[config.mk]
export PLATFORM = sky130hd
export DESIGN_NAME = dmem_lsu_flat
export DESIGN_NICKNAME = d
export VERILOG_FILES = /design/src/rtl/dmem_lsu_if.sv /design/src/rtl/dmem_lsu.sv /design/src/flat_wrapper.sv
export SDC_FILE = /design/constraint.sdc
export NUM_CORES = 1
export LEC_CHECK = 0
export ABC_AREA = 0
export CAP_MARGIN = 20
export CORE_MARGIN = 2
export CORE_UTILIZATION = 44
export CTS_CLUSTER_DIAMETER = 80
export CTS_CLUSTER_SIZE = 28
export DETAILED_ROUTE_END_ITERATION = 6
export GPL_TIMING_DRIVEN = 0
export PLACE_DENSITY = 0.83
export SYNTH_ARGS = -nofsm -noshare
export SYNTH_HDL_FRONTEND = slang
export SYNTH_SLANG_ARGS = --single-unit
[constraint.sdc]
create_clock -name clk -period 3.4 [get_ports clk]
set_clock_uncertainty 0.1 [all_clocks]
set_input_delay 0.34 -clock clk [delete_from_list [all_inputs] [get_ports clk]]
set_output_delay 0.34 -clock clk [all_outputs]
set_load 0.05 [all_outputs]
[src/rtl/dmem_lsu_if.sv]
// Request/response/SRAM bundle between the MEM stage, the load/store unit and the data SRAM.
// Latency: none, wires only.
// Backpressure: carries valid/ready on the request and response channels; the SRAM port has none.
interface dmem_lsu_if #(
    parameter int LEN_ADDR = 32,
    parameter int LEN_DATA = 64
);
    logic                req_valid;
    logic                req_ready;
    logic [LEN_ADDR-1:0] req_addr;
    logic                req_wen;
    logic [1:0]          req_size;
    logic                req_unsigned;
    logic [LEN_DATA-1:0] req_wdata;

    logic                resp_valid;
    logic                resp_ready;
    logic [LEN_DATA-1:0] resp_rdata;
    logic                resp_misalign;

    logic [LEN_ADDR-1:0] sram_addr;
    logic                sram_en;
    logic [7:0]          sram_we;
    logic [LEN_DATA-1:0] sram_din;
    logic [LEN_DATA-1:0] sram_dout;

    // Requester side: MEM stage plus the SRAM macro's read port.
    modport master (
        output req_valid, req_addr, req_wen, req_size, req_unsigned, req_wdata,
        input  req_ready,
        input  resp_valid, resp_rdata, resp_misalign,
        output resp_ready,
        input  sram_addr, sram_en, sram_we, sram_din,
        output sram_dout
    );

    // Load/store unit side.
    modport slave (
        input  req_valid, req_addr, req_wen, req_size, req_unsigned, req_wdata,
        output req_ready,
        output resp_valid, resp_rdata, resp_misalign,
        input  resp_ready,
        output sram_addr, sram_en, sram_we, sram_din,
        input  sram_dout
    );
endinterface

[src/rtl/dmem_lsu.sv]
// Load/store unit: drives byte-lane SRAM writes/reads, extends load lanes, traps misaligned accesses.
// Latency: response one cycle after accept; SRAM port driven combinationally in the accept cycle.
// Backpressure: a stalled response is parked in hold registers and blocks new requests until taken.
module dmem_lsu #(
    parameter int LEN_ADDR = 32,
    parameter int LEN_DATA = 64
) (
    input logic       clk,
    input logic       rst,
    dmem_lsu_if.slave bus
);
    typedef enum logic [1:0] {S_IDLE, S_DATA, S_HOLD} state_t;

    state_t              state_q, state_d;
    logic [2:0]          off_q, off_d;
    logic [1:0]          size_q, size_d;
    logic                uns_q, uns_d;
    logic                wen_q, wen_d;
    logic                mis_q, mis_d;
    logic [LEN_DATA-1:0] hold_rdata_q, hold_rdata_d;
    logic                hold_mis_q, hold_mis_d;

    logic [2:0]          req_off;
    logic [2:0]          align_mask;
    logic [7:0]          size_mask;
    logic                req_mis;
    logic                req_ready_int;
    logic                fire;
    logic [LEN_DATA-1:0] lane;
    logic [LEN_DATA-1:0] fmt_rdata;

    // Decode the incoming request: lane offset, byte mask and alignment trap.
    always_comb begin
        req_off = bus.req_addr[2:0];
        case (bus.req_size)
            2'd0:    begin size_mask = 8'h01; align_mask = 3'b000; end
            2'd1:    begin size_mask = 8'h03; align_mask = 3'b001; end
            2'd2:    begin size_mask = 8'h0F; align_mask = 3'b011; end
            default: begin size_mask = 8'hFF; align_mask = 3'b111; end
        endcase
        req_mis = (req_off & align_mask) != 3'b000;
    end

    // Ready while idle, or when the pending response is being taken this cycle; never in reset.
    always_comb begin
        case (state_q)
            S_IDLE:  req_ready_int = 1'b1;
            default: req_ready_int = bus.resp_ready;
        endcase
        req_ready_int = req_ready_int & ~rst;
        fire          = bus.req_valid & req_ready_int;
    end

    // Format the SRAM word for the captured access: shift lane down, truncate, extend.
    always_comb begin
        lane = bus.sram_dout >> {off_q, 3'b000};
        case (size_q)
            2'd0:    fmt_rdata = {{56{~uns_q & lane[7]}},  lane[7:0]};
            2'd1:    fmt_rdata = {{48{~uns_q & lane[15]}}, lane[15:0]};
            2'd2:    fmt_rdata = {{32{~uns_q & lane[31]}}, lane[31:0]};
            default: fmt_rdata = lane;
        endcase
        if (wen_q || mis_q) begin
            fmt_rdata = '0;
        end
    end

    // State register.
    always_ff @(posedge clk or posedge rst) begin
        if (rst) begin
            state_q <= S_IDLE;
        end else begin
            state_q <= state_d;
        end
    end

    // Captured request fields and parked response.
    always_ff @(posedge clk or posedge rst) begin
        if (rst) begin
            off_q        <= '0;
            size_q       <= '0;
            uns_q        <= 1'b0;
            wen_q        <= 1'b0;
            mis_q        <= 1'b0;
            hold_rdata_q <= '0;
            hold_mis_q   <= 1'b0;
        end else begin
            off_q        <= off_d;
            size_q       <= size_d;
            uns_q        <= uns_d;
            wen_q        <= wen_d;
            mis_q        <= mis_d;
            hold_rdata_q <= hold_rdata_d;
            hold_mis_q   <= hold_mis_d;
        end
    end

    // Next state, capture on accept, park the formatted response when the consumer stalls.
    always_comb begin
        state_d      = state_q;
        off_d        = off_q;
        size_d       = size_q;
        uns_d        = uns_q;
        wen_d        = wen_q;
        mis_d        = mis_q;
        hold_rdata_d = hold_rdata_q;
        hold_mis_d   = hold_mis_q;
        if (fire) begin
            off_d  = req_off;
            size_d = bus.req_size;
            uns_d  = bus.req_unsigned;
            wen_d  = bus.req_wen;
            mis_d  = req_mis;
        end
        case (state_q)
            S_IDLE: begin
                if (fire) state_d = S_DATA;
            end
            S_DATA: begin
                if (bus.resp_ready) begin
                    state_d = fire ? S_DATA : S_IDLE;
                end else begin
                    // SRAM output is only valid this cycle, so park the formatted result.
                    hold_rdata_d = fmt_rdata;
                    hold_mis_d   = mis_q;
                    state_d      = S_HOLD;
                end
            end
            S_HOLD: begin
                if (bus.resp_ready) state_d = fire ? S_DATA : S_IDLE;
            end
            default: state_d = S_IDLE;
        endcase
    end

    // Drive the request/response channels and the SRAM port.
    always_comb begin
        bus.req_ready = req_ready_int;
        case (state_q)
            S_DATA: begin
                bus.resp_valid    = 1'b1;
                bus.resp_rdata    = fmt_rdata;
                bus.resp_misalign = mis_q;
            end
            S_HOLD: begin
                bus.resp_valid    = 1'b1;
                bus.resp_rdata    = hold_rdata_q;
                bus.resp_misalign = hold_mis_q;
            end
            default: begin
                bus.resp_valid    = 1'b0;
                bus.resp_rdata    = '0;
                bus.resp_misalign = 1'b0;
            end
        endcase
        bus.sram_en   = fire & ~req_mis;
        bus.sram_addr = rst ? '0 : {bus.req_addr[LEN_ADDR-1:3], 3'b000};
        bus.sram_we   = (bus.sram_en & bus.req_wen) ? (size_mask << req_off) : 8'h00;
        bus.sram_din  = bus.sram_en ? (bus.req_wdata << {req_off, 3'b000}) : '0;
    end
endmodule

[src/flat_wrapper.sv]
// flat-port wrapper written by rule: the top's interface ports become plain ports
module dmem_lsu_flat 
#(
    parameter int LEN_ADDR = 32,
    parameter int LEN_DATA = 64
)
  (clk, rst, bus_req_valid, bus_req_addr, bus_req_wen, bus_req_size, bus_req_unsigned, bus_req_wdata, bus_req_ready, bus_resp_valid, bus_resp_rdata, bus_resp_misalign, bus_resp_ready, bus_sram_addr, bus_sram_en, bus_sram_we, bus_sram_din, bus_sram_dout);
  dmem_lsu_if #(.LEN_ADDR(LEN_ADDR), .LEN_DATA(LEN_DATA)) bus_i ();
  input logic clk;
  input logic rst;
  input wire logic [$bits(bus_i.req_valid)-1:0] bus_req_valid;
  input wire logic [$bits(bus_i.req_addr)-1:0] bus_req_addr;
  input wire logic [$bits(bus_i.req_wen)-1:0] bus_req_wen;
  input wire logic [$bits(bus_i.req_size)-1:0] bus_req_size;
  input wire logic [$bits(bus_i.req_unsigned)-1:0] bus_req_unsigned;
  input wire logic [$bits(bus_i.req_wdata)-1:0] bus_req_wdata;
  output wire logic [$bits(bus_i.req_ready)-1:0] bus_req_ready;
  output wire logic [$bits(bus_i.resp_valid)-1:0] bus_resp_valid;
  output wire logic [$bits(bus_i.resp_rdata)-1:0] bus_resp_rdata;
  output wire logic [$bits(bus_i.resp_misalign)-1:0] bus_resp_misalign;
  input wire logic [$bits(bus_i.resp_ready)-1:0] bus_resp_ready;
  output wire logic [$bits(bus_i.sram_addr)-1:0] bus_sram_addr;
  output wire logic [$bits(bus_i.sram_en)-1:0] bus_sram_en;
  output wire logic [$bits(bus_i.sram_we)-1:0] bus_sram_we;
  output wire logic [$bits(bus_i.sram_din)-1:0] bus_sram_din;
  input wire logic [$bits(bus_i.sram_dout)-1:0] bus_sram_dout;
  assign bus_i.req_valid = bus_req_valid;
  assign bus_i.req_addr = bus_req_addr;
  assign bus_i.req_wen = bus_req_wen;
  assign bus_i.req_size = bus_req_size;
  assign bus_i.req_unsigned = bus_req_unsigned;
  assign bus_i.req_wdata = bus_req_wdata;
  assign bus_req_ready = bus_i.req_ready;
  assign bus_resp_valid = bus_i.resp_valid;
  assign bus_resp_rdata = bus_i.resp_rdata;
  assign bus_resp_misalign = bus_i.resp_misalign;
  assign bus_i.resp_ready = bus_resp_ready;
  assign bus_sram_addr = bus_i.sram_addr;
  assign bus_sram_en = bus_i.sram_en;
  assign bus_sram_we = bus_i.sram_we;
  assign bus_sram_din = bus_i.sram_din;
  assign bus_i.sram_dout = bus_sram_dout;
  dmem_lsu #(.LEN_ADDR(LEN_ADDR), .LEN_DATA(LEN_DATA)) u_core (.clk(clk), .rst(rst), .bus(bus_i));
endmodule
; Yosys cells after proc, flatten, opt, wreduce, memory -nomap -nowiden
; Cells that the tools add are included.
[classes]
shift = 3
muxes = 16
reduce_logical = 8
n_eq_ne = 8
bitwise = 12
[ops]
columns = operator, count
row1 = $pmux W64 S3, 1
row2 = $mux W64, 2
row3 = $pmux W64 S2, 1
row4 = $shl A64 B6 Y64, 1
row5 = $shr A64 B6 Y64, 1
row6 = $mux W32, 1
row7 = $pmux W8 S3, 1
row8 = $pmux W3 S3, 1
row9 = $mux W8, 1
row10 = $shl A8 B3 Y8, 1
row11 = $and A1 B1 Y1, 7
row12 = $eq A2 B1 Y1 const B, 3
row13 = $eq A2 B2 Y1 const B, 3
row14 = $logic_not A2 Y1, 3
row15 = $mux W2, 3
row16 = $pmux W2 S3, 1
row17 = $not A1 Y1, 4
row18 = $reduce_and A2 Y1, 2
row19 = $and A3 B3 Y3, 1
row20 = $mux W1, 3
row21 = $reduce_bool A3 Y1, 1
row22 = $ne A2 B1 Y1 const B, 1
row23 = $ne A2 B2 Y1 const B, 1
row24 = $pmux W1 S2, 1
row25 = 2 further kinds, 2
[totals]
wordCells = 55
inputBits = 168
out_inout_bits = 172
regBits = 75

; Logic depth before layout (Yosys ltp)
[logic_depth]
depth_word = 8
ltp_mapped = 9
mapped_depth_nobuf = 8

; Worst setup path after synthesis
; OpenSTA, ideal clock, no wires.
[synth_path]
kind = register -> output
startpoint = register u_core.state_q[0]
endpoint = output port bus_resp_rdata[34]
n_path_buf = 1
slack_ps = -221
t_required_ps = 2960
path_stages_with_launch = 9
arrival_time_ps = 3181
cell_sequence = dfrtp_1 -> inv_1 -> ha_1 -> and2_1 -> nand2_1 -> nor4_1 -> a211oi_2 -> clkbuf_2 -> o21ai_0
[synth_via]
elab_chain_cells = 2
elab_cells_between_ends = 3
classes_between = eq/ne: 2 / mux: 1
[synth_lines]
columns = item, line_no
row1 = from (decl), dmem_lsu.sv:14  ; state_t state_q, state_d;
row2 = from (signal assigned), dmem_lsu.sv:73  ; state_q <= state_d;
row3 = $eq A2 B2 Y1 / $eq A2 B1 Y1 (equally long branches), dmem_lsu.sv:139  ; case (state_q)
row4 = $pmux W64 S2 (*), dmem_lsu.sv:139
row5 = to (decl), flat_wrapper.sv:19  ; output wire logic [$bits(bus_i.resp_rdata)-1:0] bus_resp_rdata;
; Mark *: on every way between the ends. The rest lies on a longest branch, timed or not.

; Worst setup path after layout
[layout_path]
startpoint = register u_core.state_q[0]
endpoint = output port bus_sram_din[41]
[layout_via]
elab_chain_cells = 6
[layout_lines]
columns = item, line_no
row1 = $logic_not A2 Y1, dmem_lsu.sv:46  ; case (state_q)
row2 = $mux W1, dmem_lsu.sv:46
row3 = $and A1 B1 Y1, dmem_lsu.sv:50  ; req_ready_int = req_ready_int & ~rst;
row4 = $and A1 B1 Y1, dmem_lsu.sv:51  ; fire = bus.req_valid & req_ready_int;
row5 = $and A1 B1 Y1, dmem_lsu.sv:156  ; bus.sram_en = fire & ~req_mis;
row6 = $mux W64, dmem_lsu.sv:159  ; bus.sram_din = bus.sram_en ? (bus.req_wdata << {req_off, 3'b000}) : '0;
row7 = to (decl), flat_wrapper.sv:25  ; output wire logic [$bits(bus_i.sram_din)-1:0] bus_sram_din;
; No other way between the ends.

==> results.rst <==
.. list-table::
   :header-rows: 1

   * - Metric
     - Value
   * - Detail-routed via count per cell
     - 6.40
   * - Synth-to-Final Area Change
     - 49.2%
   * - Count of final max-slew check failures
     - 0
   * - Slack of the worst reg-to-reg path
     - 0.55 ns
   * - Element type at the critical path end
     - primary output
   * - Type of the worst setup path
     - reg2out
   * - Kind of launch point of the worst setup path
     - flip-flop
   * - Critical-path maximum fanout
     - 10
   * - Power per Cell Area
     - 534 mW/mm²
   * - IR Drop Worst-Case VDD
     - 0.430 mV
   * - Share of flip-flops with an asynchronous set or reset
     - 100%
   * - Clock transition at the registers of the reported paths
     - 0.07 ns
   * - Commonest cells after routing, fill and taps aside
     - 200 x clkdlybuf4s50_1, 166 x nand2_1, 87 x o21ai_0
   * - DRC violations left
     - 0
   * - Violation count after the first detailed-routing iteration
     - 1432
   * - Top achievable clock speed
     - 299 MHz
   * - Clock network latency to the later pin of the worst-skew pair
     - 0.36 ns
   * - Via total after detailed routing
     - 9884
   * - Maximum number of pins on one net before global-route repair
     - 44
   * - Wire length per cell after detailed routing
     - 24.4 µm
   * - Overall overflow remaining after global route
     - 0
   * - Crit path launch
     - u_core.state_q[0]
   * - Number of hold violations in the final report
     - 0
   * - Final layout net count
     - 1482
   * - Combinational group share of total power
     - 59.4%
   * - Count of boundary I/O pins
     - 340
   * - First-pass GRT wire length
     - 56.5 mm
   * - Chip Height
     - 139 µm
   * - R2R depth
     - 9
   * - Leak Pwr
     - 0.00526 µW
   * - Share of the core filled with cells in the final layout
     - 66.6%
   * - Vias in the first global route
     - 9555
   * - Antenna violations before repair
     - 1
   * - Cell count after synthesis
     - 958
   * - Routed wire length
     - 37.7 mm
   * - Cell area after technology mapping
     - 0.00796 mm²
   * - IO buf count
     - 333
   * - Maximum capacitance violations
     - 0
   * - Starting Density
     - 44.6%
   * - Area of the core
     - 0.0178 mm²
   * - Max Root-Sink Buffers
     - 2
   * - Relative max-transition margin
     - 45.3%
   * - Setup violations, final
     - 0
   * - Data arrival time at the worst-slack endpoint
     - 2.90 ns
   * - End point of the critical path
     - bus_sram_din[41]
   * - Outcome
     - finished clean
   * - Type of the worst min-delay path
     - reg2reg
   * - Primary flip-flop cell chosen by synthesis mapping
     - dfrtp_1
   * - Sequential share of the synthesized area
     - 23.6%
   * - TritonCTS clock tree
     - done
   * - Max H-tree Level
     - 3
   * - Switching share of total power
     - 47.7%
   * - Relative contribution of sequential cells to total power
     - 24.7%
   * - Die area
     - 0.0192 mm²
   * - Total half-perimeter wirelength after legalization and detailed placement
     - 29.4 mm
   * - Total of warnings raised by yosys
     - 0
   * - Min cycle time layout
     - 3.34 ns
   * - FF+latch count, synth
     - 75
   * - Final weighted congestion of routability-driven global placement
     - 1.02
   * - Min Hold Slack
     - 0.378 ns
   * - Mapped Avg Cell Area
     - 8.31 µm²
   * - Overall die width
     - 139 µm
   * - Start point of the worst min-delay path
     - u_core.hold_rdata_q[11]
   * - Gr usage total
     - 37.8%
   * - Crit path required time
     - 2.96 ns
   * - RSZ-0062 raised after global routing
     - yes
   * - Library cell used as clock root buffer
     - clkbuf_16
   * - Synth unique cells
     - 53
   * - Antenna violation net count after detailed routing
     - 0
   * - # rows
     - 49
   * - Reg-to-reg startpoint
     - u_core.state_q[1]
   * - Number of detailed-route iterations in the first pass
     - 6
   * - Net switching power figure
     - 3020 µW
   * - Clock sink total
     - 75
   * - CTS buffer count
     - 9
   * - Share of post-route cells with drive strength above 1
     - 22.7%
   * - Slew at the pin closest to its max-slew limit
     - 0.820 ns
   * - Ratio of final minimum period to clock period
     - 98.3%
   * - Endpoint of the lowest-slack register-to-register path
     - u_core.hold_rdata_q[50]
   * - Fraction of power consumed by the clock network
     - 15.9%
   * - Hold-fix buffers, CTS
     - 0
   * - Most common cell after layout, fill and taps aside
     - clkdlybuf4s50_1
   * - Post-synth EDFFs
     - 0
   * - Cell-internal power
     - 3320 µW
-- logic make-up after synthesis --
| kind of cell | after synthesis | share of synthesized area, % |
|---|---|---|
| simple gates | 337 | 18.9 |
| compound gates | 272 | 22.3 |
| flops | 75 | 23.6 |
| other cells | 1 | 0.0471 |
| mux | 163 | 28.6 |
| fa+ha+maj | 4 | 0.629 |
| buf+inv | 104 | 5.85 |
| xor+xnor | 2 | 0.220 |
-- metrics by stage --
step	instances	total power [µW]	TNS (ns)	area (µm²)	worst slack [ns]
after floorplan	960	3970	-5.64	7970	-0.221
after global placement	1522	5110	-82.35	11600	-0.829
after detailed placement	1523	5180	-39.91	11600	-0.779
after CTS	1540	6200	-0.687	12000	-0.147
after global routing	1545	6630	-0.0700	11900	-0.0167
final	1545	6340	0	11900	0.0571
-- power by group through the flow --
stage / Sequential (µW) / Combinational [µW] / Clock, µW
final: 1570 / 3770 / 1010
after global routing: 1620 / 3970 / 1040
after CTS: 1560 / 3640 / 1010
after detailed placement: 1570 / 3610 / 0
after global placement: 1540 / 3570 / 0
after floorplan: 1510 / 2460 / 0
-- worst max-delay path, stage by stage (launching register included) --
cell	delay (ns)
dfrtp_1	0.42
inv_1	0.10
ha_1	0.20
o21ba_2	0.19
and2_1	0.28
nand3_4	0.21
inv_2	0.21
buf_2	0.30
o221a_2	0.24
clkdlybuf4s18_2	0.39
-- worst min path at each step --
| stage | endpoint | slack, ns | depth (start not counted) |
|---|---|---|---|
| 3_5_place_dp | u_core.hold_rdata_q[14] | 0.37 | 2 |
| 5_1_grt | u_core.hold_rdata_q[4] | 0.40 | 2 |
| 2_1_floorplan | u_core.uns_q | 0.35 | 2 |
| 4_1_cts | u_core.hold_rdata_q[14] | 0.38 | 2 |
| 3_3_place_gp | u_core.hold_rdata_q[8] | 0.36 | 2 |
| 6_report | u_core.hold_rdata_q[11] | 0.38 | 2 |
-- synth_stat cells (6+ instances only) --
cell / instances / area [µm²]
nand2_1: 168 / 631
o22ai_1: 12 / 75.1
buf_1: 9 / 33.8
dfrtp_1: 75 / 1880
nor3_1: 10 / 50.1
nor2_1: 68 / 255
buf_4: 6 / 45.0
and2_1: 28 / 175
o31ai_1: 6 / 45.0
a221o_1: 29 / 290
o221a_2: 8 / 90.1
mux4_2: 48 / 1080
a221oi_1: 8 / 70.1
nor2b_1: 36 / 225
nand3_1: 7 / 35.0
buf_2: 21 / 105
mux2i_1: 82 / 821
o21a_1: 6 / 45.0
inv_1: 9 / 33.8
o21ai_0: 93 / 465
clkbuf_1: 52 / 195
a21oi_1: 46 / 230
o21ai_1: 30 / 150
a22o_1: 8 / 70.1
mux2_2: 33 / 372
-- registers in the layout (all words and copies together) (netlist names) --
signal / cells
u_core.hold_rdata_q: 64
u_core.off_q: 3
u_core.size_q: 2
u_core.state_q: 2
u_core.hold_mis_q: 1
u_core.mis_q: 1
u_core.uns_q: 1
u_core.wen_q: 1
-- final cells by class --
class / count / area (µm²)
antenna: 1 / 2.50
sequential: 75 / 1880
clock buffer: 11 / 243
timing repair buffer: 341 / 3150
tap: 229 / 287
multi-input combinational: 781 / 5750
inverter: 10 / 43.8
fill: 1499 / 5960
buffer: 92 / 462
clock inverter: 5 / 61.3
-- timing repair --
action | 4_1_cts | 5_1_grt
resized for setup | 361 | 165
pin swaps | 2 | 1
setup buffers | 3 | 4
setup endpoints to repair | 123 | 112
-- per-layer routing --
| metal | part of all wire, % | routed length (µm) | global-route usage, % | vias to the layer above |
|---|---|---|---|---|
| met1 | 38 | 14300 | 50.2 | 4710 |
| met4 | 4.8 | 1790 | 16.8 | 0 |
| met3 | 11 | 4250 | 8.24 | 129 |
| met5 | 0 | 0 | 0 | - |
| li1 | - | - | - | 4228 |
| met2 | 46 | 17300 | 59.5 | 817 |
No activity file was read; power rests on OpenSTA's default activity.
